[config.mk]
export PLATFORM = sky130hd
export DESIGN_NAME = sdram_port_arbiter
export DESIGN_NICKNAME = d
export VERILOG_FILES = /design/src/rtl/sdram_port_arbiter.sv
export SDC_FILE = /design/constraint.sdc
export NUM_CORES = 1
export LEC_CHECK = 0
export ABC_AREA = 1
export BUFFER_PORTS_ARGS = -buffer_cell sky130_fd_sc_hd__buf_4
export CELL_PAD_IN_SITES_DETAIL_PLACEMENT = 0
export CELL_PAD_IN_SITES_GLOBAL_PLACEMENT = 1
export CORE_UTILIZATION = 30
export DETAILED_ROUTE_END_ITERATION = 8
export MAX_ROUTING_LAYER = met4
export PLACE_DENSITY_LB_ADDON = 0.12
export SLEW_MARGIN = 0
export SYNTH_ARGS = -nofsm -noshare
export SYNTH_HDL_FRONTEND = slang
export SYNTH_SLANG_ARGS = --single-unit
[constraint.sdc]
create_clock -name CLK_100M -period 7.39 [get_ports CLK_100M]
set_input_delay 1.478 -clock CLK_100M [delete_from_list [all_inputs] [get_ports CLK_100M]]
set_output_delay 1.478 -clock CLK_100M [all_outputs]
set_load 0.01 [all_outputs]
[src/rtl/sdram_port_arbiter.sv]
// Two-client round-robin arbiter/sequencer in front of the SDRAM controller request port.
// Latency: client REQ sampled at edge n drives SDRAM_*_REQ from edge n; ACK pulses on the controller ACK edge (writes) or RD_LAT edges later (reads).
// Backpressure: requests are level-held until ACK; one transaction at a time, with at least one IDLE cycle between transactions.
// Optional: define SDRAM_ARB_TIMEOUT_EN to abandon a WAIT_ACK after TIMEOUT cycles and raise the sticky ERR flag.
module sdram_port_arbiter #(
  parameter int AW      = 22,
  parameter int DW      = 16,
  parameter int RD_LAT  = 2,
  parameter int TIMEOUT = 1023
) (
  input  logic          CLK_100M,
  input  logic          RST,
  input  logic          A_REQ,
  input  logic          A_WE,
  input  logic [AW-1:0] A_ADDR,
  input  logic [DW-1:0] A_WDATA,
  output logic          A_ACK,
  output logic [DW-1:0] A_RDATA,
  input  logic          B_REQ,
  input  logic          B_WE,
  input  logic [AW-1:0] B_ADDR,
  input  logic [DW-1:0] B_WDATA,
  output logic          B_ACK,
  output logic [DW-1:0] B_RDATA,
  output logic          SDRAM_WR_REQ,
  output logic          SDRAM_RD_REQ,
  input  logic          SDRAM_WR_ACK,
  input  logic          SDRAM_RD_ACK,
  output logic [AW-1:0] SDRAM_ADDR_IN,
  output logic [DW-1:0] SDRAM_DATA_IN,
  input  logic [DW-1:0] SDRAM_DATA_OUT,
  output logic          BUSY,
  output logic          ERR
);

  typedef enum logic [1:0] {
    IDLE     = 2'd0,
    WAIT_ACK = 2'd1,
    RD_DLY   = 2'd2,
    RELEASE  = 2'd3
  } state_t;

  state_t        state;
  logic          last_gnt;   // 0 = client A, 1 = client B
  logic          gnt;        // client owning the current transaction
  logic [3:0]    dly_cnt;

  logic          pick_b;
  logic          pick_we;
  logic [AW-1:0] pick_addr;
  logic [DW-1:0] pick_wdata;

`ifdef SDRAM_ARB_TIMEOUT_EN
  localparam int            TW      = $clog2(TIMEOUT + 1);
  localparam logic [TW-1:0] TO_LAST = TW'(TIMEOUT - 1);
  logic [TW-1:0] to_cnt;
`else
  // Keeps the timeout parameter referenced when the feature is compiled out.
  logic unused_timeout;
  assign unused_timeout = ^TIMEOUT;
  assign ERR = 1'b0;
`endif

  // Round-robin pick: a lone requester wins, a tie goes to whoever was not granted last.
  always_comb begin
    pick_b     = 1'b0;
    pick_we    = 1'b0;
    pick_addr  = '0;
    pick_wdata = '0;
    if (A_REQ && B_REQ) pick_b = ~last_gnt;
    else                pick_b = B_REQ;
    pick_we    = pick_b ? B_WE    : A_WE;
    pick_addr  = pick_b ? B_ADDR  : A_ADDR;
    pick_wdata = pick_b ? B_WDATA : A_WDATA;
  end

  // Sequencer: grant, hold the controller request until its matching ACK, wait out read latency, then wait for ACK release.
  always_ff @(posedge CLK_100M or posedge RST) begin
    if (RST) begin
      state         <= IDLE;
      last_gnt      <= 1'b1;
      gnt           <= 1'b0;
      dly_cnt       <= '0;
      A_ACK         <= 1'b0;
      B_ACK         <= 1'b0;
      A_RDATA       <= '0;
      B_RDATA       <= '0;
      SDRAM_WR_REQ  <= 1'b0;
      SDRAM_RD_REQ  <= 1'b0;
      SDRAM_ADDR_IN <= '0;
      SDRAM_DATA_IN <= '0;
      BUSY          <= 1'b0;
`ifdef SDRAM_ARB_TIMEOUT_EN
      to_cnt        <= '0;
      ERR           <= 1'b0;
`endif
    end else begin
      A_ACK <= 1'b0;
      B_ACK <= 1'b0;
      case (state)
        IDLE: begin
          if (A_REQ || B_REQ) begin
            gnt           <= pick_b;
            last_gnt      <= pick_b;
            SDRAM_ADDR_IN <= pick_addr;
            SDRAM_DATA_IN <= pick_wdata;
            SDRAM_WR_REQ  <= pick_we;
            SDRAM_RD_REQ  <= ~pick_we;
            BUSY          <= 1'b1;
            state         <= WAIT_ACK;
`ifdef SDRAM_ARB_TIMEOUT_EN
            to_cnt        <= '0;
`endif
          end
        end
        WAIT_ACK: begin
          // Only the ACK matching the outstanding request type is honoured.
          if (SDRAM_WR_REQ && SDRAM_WR_ACK) begin
            SDRAM_WR_REQ <= 1'b0;
            if (gnt) B_ACK <= 1'b1;
            else     A_ACK <= 1'b1;
            state <= RELEASE;
          end else if (SDRAM_RD_REQ && SDRAM_RD_ACK) begin
            SDRAM_RD_REQ <= 1'b0;
            if (RD_LAT == 0) begin
              if (gnt) begin
                B_RDATA <= SDRAM_DATA_OUT;
                B_ACK   <= 1'b1;
              end else begin
                A_RDATA <= SDRAM_DATA_OUT;
                A_ACK   <= 1'b1;
              end
              state <= RELEASE;
            end else begin
              dly_cnt <= 4'(RD_LAT - 1);
              state   <= RD_DLY;
            end
          end
`ifdef SDRAM_ARB_TIMEOUT_EN
          else if (to_cnt == TO_LAST) begin
            // Abandon the request: the client is released without new read data.
            SDRAM_WR_REQ <= 1'b0;
            SDRAM_RD_REQ <= 1'b0;
            if (gnt) B_ACK <= 1'b1;
            else     A_ACK <= 1'b1;
            ERR   <= 1'b1;
            state <= RELEASE;
          end else begin
            to_cnt <= to_cnt + 1'b1;
          end
`endif
        end
        RD_DLY: begin
          if (dly_cnt == 4'd0) begin
            if (gnt) begin
              B_RDATA <= SDRAM_DATA_OUT;
              B_ACK   <= 1'b1;
            end else begin
              A_RDATA <= SDRAM_DATA_OUT;
              A_ACK   <= 1'b1;
            end
            state <= RELEASE;
          end else begin
            dly_cnt <= dly_cnt - 4'd1;
          end
        end
        RELEASE: begin
          // A level-style ACK must fall before the next grant so it is not counted twice.
          if (!SDRAM_WR_ACK && !SDRAM_RD_ACK) begin
            BUSY  <= 1'b0;
            state <= IDLE;
          end
        end
        default: state <= IDLE;
      endcase
    end
  end

endmodule

Yosys cells after proc, flatten, opt, wreduce, memory -nomap -nowiden --
Cells that the tools add are included.
Operators by class: add/subtract/negate cells 1, muxes and demuxes 32, equal/unequal tests 11, shifts and indexed selects 0, $mul 0, reduce and logical (&&, ||, !) cells 20, div/mod/pow operators 0, bitwise logic cells 3, magnitude comparators 0
Operator list (number):
- two-way mux 22 bit | 1
- two-way mux 16 bit | 1
- two-way mux 1 bit | 15
- != test 2 bit (second input constant) | 7
- two-way mux 4 bit | 3
- AND reduction 3 bit | 4
- AND reduction 4 bit | 3
- two-way mux 2 bit | 5
- one-hot mux 1 bit (2 select lines) | 5
- one-hot mux 2 bit (4 select lines) | 1
- one-hot mux 4 bit (2 select lines) | 1
- nonzero test 2 bit | 3
- == test 2 bit (second input constant) | 2
- logical AND 1 bit | 4
- zero test 4 bit | 1
- subtractor 4 x 1 -> 4 bit (second input constant) | 1
- != test 3 bit (second input constant) | 1
- NOT 1 bit | 3
- == test 2 x 1 -> 1 bit (second input constant) | 1
- zero test 1 bit | 2
- zero test 2 bit | 1
- AND reduction 2 bit | 1
- logical OR 1 bit | 1
Word-level totals: ROM bits 0, bits of input ports 100, latch bits 0, output and inout bits 76, memories 0, logic and storage cells 80, flip-flop bits (word level) 83, memory bits (writable) 0

Logic depth before layout (Yosys ltp) --
word-level depth 6, mapped depth 8

Worst setup path after synthesis --
OpenSTA, ideal clock, no wires.
kind in2reg, start point input A_REQ, end point register SDRAM_ADDR_IN[15], arrival time 2182 ps, library setup time 82 ps, cell stages on the path 7, required time 7308 ps, path slack 5126 ps, path through nand2_1 > nand2_1 > inv_1 > buf_4 > buf_2 > nand2_1 > a31oi_1
On the way: longest elaborated chain between the ends 3
Ends and longest elaborated chain:
- from (decl) | line 13 | input logic A_REQ,
- logical AND 1 bit | line 70 | if (A_REQ && B_REQ) pick_b = ~last_gnt;
- two-way mux 1 bit | line 70
- two-way mux 22 bit | line 73 | pick_addr = pick_b ? B_ADDR : A_ADDR;
- to (signal assigned) | line 105 | SDRAM_ADDR_IN <= pick_addr;
- to (decl) | line 29 | output logic [AW-1:0] SDRAM_ADDR_IN,
Parallel ways exist; a longest one is shown, timed or not. A chain may end at the register's enable or synchronous reset.

Worst setup path in the final report --
start point input A_REQ, end point register SDRAM_ADDR_IN[20]
The elaborated chain is that of the path after synthesis.

==> results.md <==
* Status: finished clean
* Hpwl dp at 7240 um
* Final min period at 2.60 ns
* DIE AREA at 12800 um^2
* Most frequent cells in the layout: 178 x buf_4, 143 x nand2_1, 82 x dfrtp_1, 48 x nor2_1, 38 x a31oi_1
* CTS Buf Count at 9
* Residual antenna-violating net count after detailed routing at 0
* Worst-Margin Slew at 1.05 ns
* Synth Net Count at 543
* Final non-filler cell total at 754
* Slew HR at 29.7%
* Dpl ws at 4.43 ns
* Total grt overflow at 0
* GR Layer Usage met2 at 25.2%
* GR met3 Demand/Resource at 3.86%
* Diode count at 0
* Hold crit path type: reg -> reg
* DRC at 0
* Routed length per instance at 13.4 um
* I/O Buffers at 174
* First-pass GRT wire length at 16400 um
* LEAKAGE at 2.78 nW
* 1st-pass router iterations at 4
* Final core occ at 45.0%
* Core Area at 12000 um^2
* Total placed cells including tap cells at 738
* Hold-fix buffers, CTS at 0
* CTS root buf: clkbuf_16
* Worst-skew pair later-pin latency at 0.34 ns
* Max Fclk at 385 MHz
* Vias in the first global route at 3282
* Cell variety after synth at 22
* Filler cell count at 1256
* Pin count of the biggest net entering global routing at 84
* Clock H-tree levels at 3
* RSZ-0062 raised after global routing: false
* Crit path capture type: register
* All-Layer GR Usage at 17.1%
* CP Class: in -> reg
* CP max-delay cell: buf_4
* Max-cap violations at 0
* Setup bufs post-CTS at 0
* 1st-iter DRT viols at 206
* Routed WL at 10100 um
* Clock sink count at 83
* Cts repair resizes at 0
* Setup_tns at 0 ns
* Routability Congestion at 0.802
* Post-Layout Inst Area at 5410 um^2
* Mapped cell area at 3690 um^2
* Final setup fails at 0
* WHS at 0.488 ns
* CTS tree: built
* Syn Area/Cell at 8.47 um^2
* Worst endpoint required time at 7.65 ns
* Setup crit start kind: primary input
* Busiest grt layer: met2
* Boundary Pins at 176
* Setup ws final at 4.79 ns
* Clk slew on worst S/H paths at 0.07 ns
* Max Root-Sink Buffers at 2
* Max Slew Vio Count at 0
* WP data arrival at 2.86 ns
* Setup Skew at 0.00670 ns
* Synth warn at 0
* Worst Path Max Fanout at 66
* Register bit total from synthesis at 83
* M1 GR Usage at 22.4%
* Share of layout cells above drive strength 1 at 33.3%
* Area delta synth->final at 46.4%
* Initial Util at 30.7%
* VDD IR max at 128 uV
* # nets final at 709
* Crit-path max cell delay at 0.60 ns
* Reg2reg setup slack at 5.19 ns
* Die Y-Extent at 113 um
* Cells after Synth at 436
* Initial antenna violation count at 0
* Total chip power at 2.30 mW
* Register area share after synthesis at 56.3%
* Via/cell ratio at 4.56
* Via count at 3440
* DIE WIDTH at 113 um
* Most Frequent Cell on Critical Path: buf_4
* Site Rows at 40
* Critical Path, Cell by Cell: buf_4 -> inv_1 -> a21oi_4 -> buf_4 -> nor2_1 -> a31oi_1
* Cell area power density at 425 nW/um^2
* Most common library cell in the layout ignoring fill and taps: buf_4
* Crit share post-route at 35.2%
* Dpl cell area at 5100 um^2
* Final hold violations at 0
==> synth_stat cells <==
cell,count,share of area (%)
nand2_1,143,15
dfrtp_1,82,56
nor2_1,48,4.9
a31oi_1,38,6.4
inv_1,30,3.0
o21ai_0,29,3.9
o21ai_1,15,2.0
buf_2,14,1.9
ha_1,7,2.4
buf_4,5,1.0
nand3_1,5,0.68
clkbuf_1,4,0.41
a21oi_1,3,0.41
inv_2,2,0.20
nand2_2,2,0.34
nor3_1,2,0.27
o21bai_1,2,0.41
a21oi_2,1,0.24
conb_1,1,0.10
dfstp_2,1,0.71
nor2_4,1,0.30
xnor2_1,1,0.24
==> power breakdown <==
| group | internal, mW | switching, mW | total, mW |
|---|---|---|---|
| Clock | 0.268 | 0.192 | 0.460 |
| Sequential | 0.686 | 0.133 | 0.819 |
| Combinational | 0.476 | 0.544 | 1.02 |
| Total | 1.43 | 0.869 | 2.30 |
==> cell families after synthesis <==
group	synth area share [%]
buffers and inverters	6.57
AOI/OAI and AO/OA	13.4
DFF	56.3
other	0.102
and+or+nand+nor	21.0
xor gates and xnor gates	0.237
adders and majority gates	2.37
==> worst paths after layout <==
| path | from | to | depth (start not counted) |
|---|---|---|---|
| setup / recovery | A_REQ | SDRAM_ADDR_IN[20] | 6 |
| hold / removal | last_gnt | last_gnt | 2 |
| setup reg to reg | state[0] | SDRAM_ADDR_IN[20] | 7 |
| hold reg to reg | last_gnt | last_gnt | 2 |
| max in group asynchronous | RST | dly_cnt[0] | 3 |
| min in group asynchronous | RST | SDRAM_ADDR_IN[20] | 3 |
==> critical path: cells and delay by family <==
family | cells | cell delay, ns
buffers and inverters | 3 | 0.74
AOI/OAI and AO/OA | 2 | 0.52
and+or+nand+nor | 1 | 0.09
==> registers in the layout (all words and copies together), names as in the netlist <==
signal         cells
A_ACK              1
A_RDATA           16
BUSY               1
B_ACK              1
B_RDATA           16
SDRAM_ADDR_IN     22
SDRAM_DATA_IN     16
SDRAM_RD_REQ       1
SDRAM_WR_REQ       1
dly_cnt            4
gnt                1
last_gnt           1
state              2
==> per-layer routing <==
layer,routed length (um),vias up
li1,-,1742
met1,4660,1541
met2,4520,142
met3,644,15
met4,247,0
met5,0,-
==> cell type report <==
class	instances	area [um^2]	area share [%]
Clock buffer	9	225	4.16
Clock inverter	7	82.6	1.53
Inverter	32	121	2.24
Multi-Input combinational cell	298	1380	25.5
Sequential cell	83	2080	38.4
Tap cell	147	184	3.40
Timing Repair Buffer	178	1340	24.7
Power figures use the tool's default switching activity.
